$ cat config.mk
export PLATFORM = sky130hd
export DESIGN_NAME = pipe_ctrl
export DESIGN_NICKNAME = d
export VERILOG_FILES = /design/src/rtl/pipe_ctrl_pkg.sv /design/src/rtl/pipe_ctrl.sv
export SDC_FILE = /design/constraint.sdc
export NUM_CORES = 1
export LEC_CHECK = 0
export CAP_MARGIN = 20
export CORE_MARGIN = 2
export CORE_UTILIZATION = 42
export CTS_CLUSTER_DIAMETER = 50
export DETAILED_ROUTE_END_ITERATION = 7
export GPL_ROUTABILITY_DRIVEN = 0
export PLACE_DENSITY = 0.81
export SLEW_MARGIN = 20
export SYNTH_ARGS = -nofsm -noshare
export SYNTH_HDL_FRONTEND = slang
export SYNTH_SLANG_ARGS = --single-unit
$ cat constraint.sdc
create_clock -name clk -period 1.8 [get_ports clk]
set_input_delay 0.36 -clock clk [delete_from_list [all_inputs] [get_ports clk]]
set_output_delay 0.36 -clock clk [all_outputs]
set_load 0.005 [all_outputs]
$ cat src/rtl/pipe_ctrl_pkg.sv
`default_nettype none
//------------------------------------------------------------------------------
// Module  : pipe_ctrl_pkg
// Brief   : Shared hold encodings, bus widths and controller state encodings.
// Rev     : 1.0
//------------------------------------------------------------------------------
package pipe_ctrl_pkg;

   localparam int INST_ADDR_W = 32;
   localparam int HOLDPIP_W   = 2;

   localparam logic [HOLDPIP_W-1:0] HOLD_NONE  = 2'b00;
   localparam logic [HOLDPIP_W-1:0] HOLD_WAIT  = 2'b01;
   localparam logic [HOLDPIP_W-1:0] HOLD_FLUSH = 2'b10;

   typedef enum logic [1:0] {
      ST_RUN     = 2'd0,
      ST_MEMWAIT = 2'd1,
      ST_FLUSH2  = 2'd2
   } state_t;

   typedef struct packed {
      logic [HOLDPIP_W-1:0] pc;
      logic [HOLDPIP_W-1:0] if_id;
      logic [HOLDPIP_W-1:0] id_ex;
      logic [HOLDPIP_W-1:0] ex_mem;
      logic [HOLDPIP_W-1:0] mem_wb;
   } holds_t;

endpackage
`default_nettype wire

$ cat src/rtl/pipe_ctrl.sv
`default_nettype none
//------------------------------------------------------------------------------
// Module  : pipe_ctrl
// Brief   : Five-stage pipeline hold/flush and PC-redirect controller.
//           Optional interrupt entry enabled by macro PIPE_CTRL_IRQ_EN.
// Rev     : 1.0
//------------------------------------------------------------------------------
module pipe_ctrl
   import pipe_ctrl_pkg::*;
(
   input  logic                   clk,
   input  logic                   rst,
   input  logic                   mem_wait_i,
   input  logic                   ex_stall_i,
   input  logic                   load_use_i,
   input  logic                   jump_req_i,
   input  logic [INST_ADDR_W-1:0] jump_addr_i,
`ifdef PIPE_CTRL_IRQ_EN
   input  logic                   irq_req_i,
   input  logic [INST_ADDR_W-1:0] mtvec_i,
   input  logic [INST_ADDR_W-1:0] ex_pc_i,
   output logic                   irq_ack_o,
   output logic [INST_ADDR_W-1:0] epc_o,
`endif
   output logic [HOLDPIP_W-1:0]   hold_pc_o,
   output logic [HOLDPIP_W-1:0]   hold_if_id_o,
   output logic [HOLDPIP_W-1:0]   hold_id_ex_o,
   output logic [HOLDPIP_W-1:0]   hold_ex_mem_o,
   output logic [HOLDPIP_W-1:0]   hold_mem_wb_o,
   output logic                   jump_en_o,
   output logic [INST_ADDR_W-1:0] jump_addr_o
);

   state_t                 r_state;
   state_t                 w_next;
   logic                   r_pend_valid;
   logic [INST_ADDR_W-1:0] r_pend_addr;
   holds_t                 w_holds;
   logic                   w_take_jump;
   logic                   w_jump_en;
   logic [INST_ADDR_W-1:0] w_jump_addr;
`ifdef PIPE_CTRL_IRQ_EN
   logic                   w_irq_take;
   logic [INST_ADDR_W-1:0] r_epc;
`endif

   always_comb begin
      w_holds.pc     = HOLD_NONE;
      w_holds.if_id  = HOLD_NONE;
      w_holds.id_ex  = HOLD_NONE;
      w_holds.ex_mem = HOLD_NONE;
      w_holds.mem_wb = HOLD_NONE;
      w_next         = r_state;
      w_take_jump    = 1'b0;
      w_jump_en      = 1'b0;
      w_jump_addr    = '0;
`ifdef PIPE_CTRL_IRQ_EN
      w_irq_take     = 1'b0;
`endif
      if (rst) begin
         w_holds.pc     = HOLD_FLUSH;
         w_holds.if_id  = HOLD_FLUSH;
         w_holds.id_ex  = HOLD_FLUSH;
         w_holds.ex_mem = HOLD_FLUSH;
         w_holds.mem_wb = HOLD_FLUSH;
         w_next         = ST_RUN;
      end else if (mem_wait_i) begin
         w_holds.pc     = HOLD_WAIT;
         w_holds.if_id  = HOLD_WAIT;
         w_holds.id_ex  = HOLD_WAIT;
         w_holds.ex_mem = HOLD_WAIT;
         w_holds.mem_wb = HOLD_FLUSH;
         // A stale fetch still awaits discard once the bus frees up.
         w_next = (r_state == ST_FLUSH2) ? ST_FLUSH2 : ST_MEMWAIT;
      end else if (jump_req_i || r_pend_valid) begin
         w_take_jump   = 1'b1;
         w_jump_en     = 1'b1;
         w_jump_addr   = jump_req_i ? jump_addr_i : r_pend_addr;
         w_holds.if_id = HOLD_FLUSH;
         w_holds.id_ex = HOLD_FLUSH;
         w_next        = ST_FLUSH2;
`ifdef PIPE_CTRL_IRQ_EN
      end else if (irq_req_i && (r_state == ST_RUN)) begin
         w_irq_take     = 1'b1;
         w_jump_en      = 1'b1;
         w_jump_addr    = mtvec_i;
         w_holds.if_id  = HOLD_FLUSH;
         w_holds.id_ex  = HOLD_FLUSH;
         w_holds.ex_mem = HOLD_FLUSH;
         w_next         = ST_FLUSH2;
`endif
      end else begin
         if (ex_stall_i) begin
            w_holds.pc     = HOLD_WAIT;
            w_holds.if_id  = HOLD_WAIT;
            w_holds.id_ex  = HOLD_WAIT;
            w_holds.ex_mem = HOLD_FLUSH;
         end else if (load_use_i) begin
            w_holds.pc    = HOLD_WAIT;
            w_holds.if_id = HOLD_WAIT;
            w_holds.id_ex = HOLD_FLUSH;
         end
         // The synchronous ROM still presents the pre-redirect instruction.
         if (r_state == ST_FLUSH2) begin
            w_holds.if_id = HOLD_FLUSH;
         end
         w_next = ST_RUN;
      end
   end

   always_ff @(posedge clk) begin
      if (rst) begin
         r_state      <= ST_RUN;
         r_pend_valid <= 1'b0;
         r_pend_addr  <= '0;
      end else begin
         r_state <= w_next;
         if (mem_wait_i && jump_req_i) begin
            r_pend_valid <= 1'b1;
            r_pend_addr  <= jump_addr_i;
         end else if (w_take_jump) begin
            r_pend_valid <= 1'b0;
         end
      end
   end

`ifdef PIPE_CTRL_IRQ_EN
   always_ff @(posedge clk) begin
      if (rst) begin
         r_epc <= '0;
      end else if (w_irq_take) begin
         r_epc <= ex_pc_i;
      end
   end

   assign irq_ack_o = w_irq_take;
   assign epc_o     = r_epc;
`endif

   assign hold_pc_o     = w_holds.pc;
   assign hold_if_id_o  = w_holds.if_id;
   assign hold_id_ex_o  = w_holds.id_ex;
   assign hold_ex_mem_o = w_holds.ex_mem;
   assign hold_mem_wb_o = w_holds.mem_wb;
   assign jump_en_o     = w_jump_en;
   assign jump_addr_o   = w_jump_addr;

endmodule
`default_nettype wire

### Word-level counts from Yosys, hierarchy flattened

Cells that the tools add are included.

| storage, ports and cells | value |
|---|---|
| bits in registers | 35 |
| word-level logic and storage cells | 29 |

| operators by class | value |
|---|---|
| muxes and demuxes | 22 |
| equal/unequal tests | 1 |
| reduce and logical (&&, ||, !) cells | 3 |

Operator list:

| cell | number |
|---|---|
| $mux 32 | 4 |
| $mux 2 | 8 |
| $mux 10 | 1 |
| $mux 5 | 2 |
| $mux 8 | 1 |
| $mux 1 | 5 |
| $mux 4 | 1 |
| $eq 2x2->1 const B | 1 |
| $reduce_bool 2->1 | 1 |
| $logic_and 1x1->1 | 1 |
| $logic_or 1x1->1 | 1 |

### Depth between registers and ports, before layout

| depth | value |
|---|---|
| word-level depth | 6 |
| gate-level depth with buffers | 6 |

### Worst setup path before layout

Ideal clock, no wire load.

| timing path | value |
|---|---|
| kind | input to output |
| from | input port jump_req_i |
| to | output port jump_addr_o[13] |
| setup slack | 0.222 ns |
| data required time | 1.440 ns |
| cell stages on the path | 6 |
| data arrival time | 1.218 ns |
| path through | buf_2 > nor2_1 > or2_1 > buf_6 > buf_6 > nor2_1 |

| between the ends | value |
|---|---|
| cells in the longest elaborated chain, start to end | 4 |

RTL lines:

| item | line | RTL |
|---|---|---|
| start: declaration | pipe_ctrl.sv:16 | `input logic jump_req_i,` |
| $mux 32 or $logic_or 1x1->1 (tied branches) | pipe_ctrl.sv:78, pipe_ctrl.sv:75 |  |
| $mux 32 * | pipe_ctrl.sv:75 | `end else if (jump_req_i \|\| r_pend_valid) begin` |
| $mux 32 * | pipe_ctrl.sv:67 | `end else if (mem_wait_i) begin` |
| $mux 32 * | pipe_ctrl.sv:60 | `if (rst) begin` |
| end: declaration | pipe_ctrl.sv:31 | `output logic [INST_ADDR_W-1:0] jump_addr_o` |

Mark *: on every way between the ends. The rest lies on a longest branch, timed or not.

### Final worst setup path

| timing path | value |
|---|---|
| from | register r_pend_valid |
| to | output port jump_addr_o[20] |

| between the ends | value |
|---|---|
| cells in the longest elaborated chain, start to end | 4 |

RTL lines:

| item | line | RTL |
|---|---|---|
| start: declaration | pipe_ctrl.sv:36 | `logic r_pend_valid;` |
| start signal: assignment | pipe_ctrl.sv:114 | `r_pend_valid <= 1'b0;` |
| start signal: assignment | pipe_ctrl.sv:119 | `r_pend_valid <= 1'b1;` |
| start signal: assignment | pipe_ctrl.sv:122 | `r_pend_valid <= 1'b0;` |
| $logic_or 1x1->1 | pipe_ctrl.sv:75 |  |
| $mux 32 | pipe_ctrl.sv:75 |  |
| $mux 32 | pipe_ctrl.sv:67 |  |
| $mux 32 | pipe_ctrl.sv:60 |  |

No other way between the ends.

==> out/qor.yml <==
cp_data_required_time_ns: 1.44
yosysSeqAreaShare_pct: 38.6
crit_buf_inv: 4
cts_hold_buf: 0
hold_start: "rst"
path_common_cell: "buf_12"
grt_pass1_wl_um: 8740
post_drt_wl_per_cell_um: 14.2
clkPwrFrac_pct: 28.9
finalSetupTns_ns: -1.32
hold_slack_ns: 0.399
cts.sink_count: 35
grt_remaining_overflow: 0
synth_cell_types: 20
antenna_found_initial: 0
ys_seq_elements: 35
critical_path.top_delay_family: "buffers and inverters"
p_leak_uw: 0.00135
grt_pass1_vias: 1924
ff2ff_setup_slack_ns: 0.72
grt_max_degree: 21
powerDensity_nw_per_um2: 604
synth.area.top_cells: "dfxtp_1 39%, mux2i_1 18%, nand2_1 14%"
min_period_ns: 1.88
cp_max_fo: 8
rsz0062_at_grt: "true"
startpoint: "r_pend_valid$_SDFFE_PP0P_"
power.switching_uw: 497
dieArea_um2: 4860
drc: 0
yosysWarningCount: 0
cts_tree: "yes"
cts_made_buffers: 5
io_pins: 81
async_flop_share_pct: 0
grt_use_met2_pct: 39.6
place_ws_ns: -0.674
fin_skew_ns: 0.000302
ir_worst_vdd_v: 0.000514
arrival_ns: 1.52
seqPwrFrac_pct: 45.1
finalHoldViolCount: 0
synthesis.instances: 242
path_cells: "nor2_4, buf_6, or2_4, buf_12, buf_12, nor2_1, buf_2"
use_met1_pct: 27.4
n_fill_cell: 320
die_w_um: 69.7
cts_buffer_depth: 2
grt_most_used_layer: "met2"
htreeDepth: 2
crit_path_start_kind: "register"
finalWirelength_um: 5470
slew_violations: 0
numPortBuffers: 79
violations: "setup timing"
diodes: 0
synth_edf_count: 0
drt_iter0_drc: 112
worstSkewPairLatency_ns: 0.27
drv_cap: 0
status: "finished with violations"
synth_fp_nets: 280
ys.flop_type: "dfxtp_1"
yosysTopAreaCellShare_pct: 38.6
switching_share_pct: 27.0
vias_per_cell: 4.97
area_growth_syn_to_layout_pct: 67.7
endpoint_kind: "output port"
postRouteAntennaNets: 0
p_int_uw: 1340
root_buffer: "clkbuf_8"
fin_crit_sh_pct: 105
use_met3_pct: 4.07
grt_usage_pct: 22.2
clk_pin_slew_worst_paths_ns: 0.06
final_nets: 373
place_hpwl_um: 3200
hp-class: "in -> reg"
synth_top_area_cell: "dfxtp_1"
syn_area_um2: 1810
fmax_ghz: 0.532
core-area_um2: 4090
die_y_um: 69.7
rows: 23
drive_gt1_share_pct: 31.8
cpPeakStageDelay_ns: 0.34
critPathSlowestCell: "dfxtp_2"
setup_viol: 25
worst_slack_ns: -0.0814
drtPass1Iterations: 4
initial_utilization_pct: 44.4
comb_power_share_pct: 26.0
num_vias: 1917
r2r_start: "r_pend_valid$_SDFFE_PP0P_"
syn_area_per_cell_um2: 7.50
crit_type: "reg -> out"
area by class of cell:
type / instances / area [µm²] / area share [%]
multi-input combinational: 182 / 1180 / 38.8
timing repair buffer: 107 / 1000 / 32.9
sequential: 35 / 702 / 23.1
tap: 50 / 62.6 / 2.06
inverter: 4 / 15.0 / 0.493
clock buffer: 7 / 76.3 / 2.51
clock inverter: 1 / 5.00 / 0.164
path summary, 6_finish.rpt:
kind | to | depth (start not counted)
worst min-delay path | r_pend_addr[4]$_SDFFE_PP0P_ | 3
worst max register to register | r_state[1]$_SDFF_PP0_ | 5
worst min register to register | r_pend_addr[30]$_SDFFE_PP0P_ | 2
worst max-delay path | jump_addr_o[20] | 7
power groups by stage:
stage / clock [µW] / sequential (µW) / combinational [µW]
after floorplan: 0 / 841 / 184
after global placement: 0 / 842 / 376
after detailed placement: 0 / 844 / 381
after CTS: 541 / 827 / 462
after global routing: 567 / 831 / 511
final: 530 / 829 / 477
synth_stat cells (2+ instances only):
cell / number
o21ai_0: 3
inv_1: 4
a21o_1: 2
dfxtp_1: 35
a21oi_1: 34
clkbuf_1: 8
or2_1: 2
buf_6: 4
nor2_1: 34
nand2b_1: 2
mux2i_1: 32
buf_2: 4
nor2_2: 2
buf_4: 5
nand2_1: 66
routing by layer:
layer	vias to the layer above	wire length, µm
met2	51	2850
met1	889	2320
met3	7	242
met4	0	63
li1	970	-
met5	-	0
worst min-delay path: cells and delay by family:
kind            cells  cell delay, ns
buf+inv             2            0.23
compound gates      1            0.04
registers in the layout, summed over array words and instances, names as in the netlist:
name / count
r_pend_valid: 1
r_pend_addr: 32
r_state: 2
through the flow:
| step | total power [µW] | std cells | area, µm² | util (%) |
|---|---|---|---|---|
| after global placement | 1220 | 368 | 2690 | 65.8 |
| after floorplan | 1020 | 242 | 1810 | - |
| final | 1840 | 386 | 3040 | 74.5 |
| after detailed placement | 1230 | 368 | 2690 | 65.8 |
| after CTS | 1830 | 386 | 3000 | 73.5 |
| after global routing | 1910 | 386 | 3040 | 74.5 |
cell families (layout without fill, tap and decap cells):
group                  after synthesis  after routing  share of synthesized area (%)
muxes                               32             32                           17.7
and+or+nand+nor                    108            108                           23.4
AOI/OAI and AO/OA                   41             41                           11.9
buffers and inverters               25            119                           8.14
DFF                                 35             35                           38.6
other                                1              1                          0.207
what timing repair did:
action	4_1_cts	5_1_grt
cloned	5	0
endpoints found under the setup margin	42	34
pin swaps	29	0
endpoints found under the hold margin	0	0
setup buffers	5	1
gates resized for setup	217	16
cell usage in the layout, fill, tap and decap left out, drive strengths merged:
| cell type | netlist | routed |
|---|---|---|
| nand2 | 66 | 66 |
| buf | 13 | 62 |
| nor2 | 36 | 36 |
| clkdlybuf4s50 | 0 | 35 |
| dfxtp | 35 | 35 |
| a21oi | 34 | 34 |
| mux2i | 32 | 32 |
| clkbuf | 8 | 8 |
| dlygate4sd2 | 0 | 6 |
| inv | 4 | 4 |
| o21ai | 3 | 3 |
| or2 | 2 | 2 |
| a21o | 2 | 2 |
| bufbuf | 0 | 2 |
| nand2b | 2 | 2 |
| o31ai | 1 | 1 |
| a31o | 1 | 1 |
| and2 | 1 | 1 |
| nor2b | 1 | 1 |
| conb | 1 | 1 |
| clkinv | 0 | 1 |
| clkdlybuf4s15 | 0 | 1 |
Power figures use the tool's default switching activity.
==> RTL change (config.mk and constraints unchanged) <==
`INST_ADDR_W`: 32 -> 24.
--- a/src/rtl/pipe_ctrl_pkg.sv
+++ b/src/rtl/pipe_ctrl_pkg.sv
@@ -6,7 +6,7 @@
 //------------------------------------------------------------------------------
 package pipe_ctrl_pkg;
 
-   localparam int INST_ADDR_W = 32;
+   localparam int INST_ADDR_W = 24;
    localparam int HOLDPIP_W   = 2;
 
    localparam logic [HOLDPIP_W-1:0] HOLD_NONE  = 2'b00;
Interface: changed (resized jump_addr_i and jump_addr_o); port bits go from 81 to 65. The function was not compared with the original's and may differ.
==> RTL change against the unedited design <==
  * The flow still finishes with violations (negative setup slack)
  * Highest routed layer unchanged
  * Power fell by 31%
  * Combinational power shrank 25%
  * Area after synthesis fell by 18%
  * Final area shrank 23%
  * Sequential share of layout area rose by 0.19 points
  * Synthesized cell count decreased by 22%
  * Wire length decreased by 28%
  * Worst setup slack improved by 71 ps
  * Sequential cell count decreased by 8
==> RTL change: results (changes against the unedited design) <==
stage	metric	value	unit	change
sta	setup_viol	4		was 25
final_layout	drive_gt1_share	33.1	%	was 31.8%
yosys	synth-main-ff-cell	dfxtp_1		unchanged
sta	skew	0.0956	ps	was 0.302 ps
setup_path	worst_path_largest_cell_delay	370	ps	was 340 ps
clocking	cts_max_level	1		was 2
final_layout	fin_nets	294		was 373
placed_design	hpwl	2.66	mm	was 3.20 mm
worst_hold_path	holdPathEnd	r_pend_addr[19]		was r_pend_addr[4]
placed_design	io_buffers	63		was 79
routing	m1WireLength	1.65	mm	was 2.32 mm
power	p_leak	1.02	nW	was 1.35 nW
yosys	synthArstFlopShare	0	%	unchanged
status	failed_checks	negative setup slack		unchanged
routing	wl_met3	219	um	was 242 um
routing	viasPerCell	4.85		was 4.97
clocking	insertion_delay	330	ps	was 270 ps
routing	drt-pass1-iter-count	4		unchanged
global_route	grt_first_pass_wirelength	6.77	mm	was 8.74 mm
worst_hold_path	min_from	rst		unchanged
routing	wl_met2	2.03	mm	was 2.85 mm
routing	wl	3.93	mm	was 5.47 mm
setup_path	cp.arrival	1450	ps	was 1520 ps
clocking	path_clk_slew	150	ps	was 60 ps
sta	worst_slack	-10.9	ps	was -81.4 ps
yosys	syn_nets	219		was 280
setup_path	reg2reg_from	r_pend_valid		unchanged
status	status	finished with violations		unchanged
global_route	grt_max_degree	33		was 21
setup_path	path_max_fanout	8		unchanged
clocking	numCtsBuffers	3		was 5
routing	topRoutingLayerUsed	met4		unchanged
final_layout	diodes	0		unchanged
setup_path	reg2reg_depth	5		unchanged
worst_hold_path	hold_class	in -> reg		unchanged
yosys	synth_cell_types	24		was 20
global_route	grt_pass1_vias	1479		was 1924
yosys	ys_top_cells_by_count	nand2_1, dfxtp_1, a21oi_1, mux2i_1, nor2_1		was nand2_1, dfxtp_1, a21oi_1, nor2_1, mux2i_1
routing	drtIter0Drc	58		was 112
sta	drv_slew	0		unchanged
power	vdd_drop_max	0.336	mV	was 0.514 mV
global_route	antenna_found_initial	0		unchanged
clocking	root_buffer	clkbuf_4		was clkbuf_8
global_route	grt_use_total	20.6	%	was 22.2%
yosys	ys_seq_area_share	36.4	%	was 38.6%
setup_path	crit_slowest_cell	dfxtp_2		unchanged
setup_path	r2r_slack	760	ps	was 720 ps
yosys	synth.area.top_cells	dfxtp_1, mux2i_1, nand2_1, a21oi_1, nor2_4		was dfxtp_1, mux2i_1, nand2_1, a21oi_1, nor2_1
final_layout	reg_top3	r_pend_addr x24, r_state x2, r_pend_valid x1		was r_pend_addr x32, r_state x2, r_pend_valid x1
==> RTL change: changes by cell type in the layout (fill, tap and decap cells not counted), moves of 9 or more <==
cell / before / now
clkdlybuf4s50_1: 35 / 26
nand2_1: 66 / 50
buf_2: 34 / 21
mux2i_1: 32 / 20
==> RTL change: area by class of cell <==
type	instances	area, um^2
repair buffers	86	759
flip-flops and latches	27	542
inverters	4	15.0
clock buffers	3	22.5
multi-input cells	142	928
fillers	288	1030
well taps	46	57.6
clock inverters	1	5.00
==> RTL change: worst max path at each step <==
stage / depth (start not counted) / slack (ps) / from / endpoint
4_1_cts: 6 / -10 / r_pend_valid / jump_addr_o[14]
3_5_place_dp: 6 / -670 / mem_wait_i / jump_addr_o[16]
3_3_place_gp: 6 / -620 / mem_wait_i / jump_addr_o[5]
5_1_grt: 6 / -60 / r_pend_valid / jump_addr_o[8]
2_1_floorplan: 6 / 210 / jump_req_i / jump_addr_o[10]
6_report: 6 / -10 / r_pend_valid / jump_addr_o[14]
==> RTL change: power breakdown <==
group | internal (W) | switching, W
Combinational | 0.000193 | 0.000167
Clock | 0.0000837 | 0.000186
Sequential | 0.000626 | 0.0000143
Total | 0.000903 | 0.000367
==> RTL change: critical path, delay by kind of cell (launching register included) <==
family / cells / cell delay, ps
buffers and inverters: 3 / 390
AND/OR/NAND/NOR: 3 / 370
flip-flops: 1 / 370
==> RTL change: stage by stage <==
step           instances  setup WS [ps]  cell area, um^2  TNS [ps]  hold slack (ps)
6_report             309          -10.9             2330     -35.8              358
5_1_grt              309          -63.4             2330      -973              359
4_1_cts              308          -10.5             2290     -43.8              423
3_5_place_dp         296           -673             2170    -19130              446
3_3_place_gp         296           -618             2170    -18110              441
2_1_floorplan        189            206             1480         0              436
==> RTL change: repair_timing <==
action	4_1_cts	5_1_grt
setup buffers	7	1
cloned	1	0
resized for setup	156	20
endpoints found under the setup margin	34	28
pin swaps	21	3
==> RTL change: logic make-up after synthesis <==
family | count (synthesis) | synth area share [%]
and+or+nand+nor | 84 | 27.1
AOI/OAI and AO/OA | 33 | 11.9
DFF | 27 | 36.4
muxes | 24 | 16.2
buffers and inverters | 20 | 8.18
other | 1 | 0.253
==> RTL change: per-layer routing <==
metal,vias to the layer above,track usage [%]
met5,-,0
met4,0,5.71
met3,5,3.75
met2,41,36.7
met1,694,25.1
li1,760,-
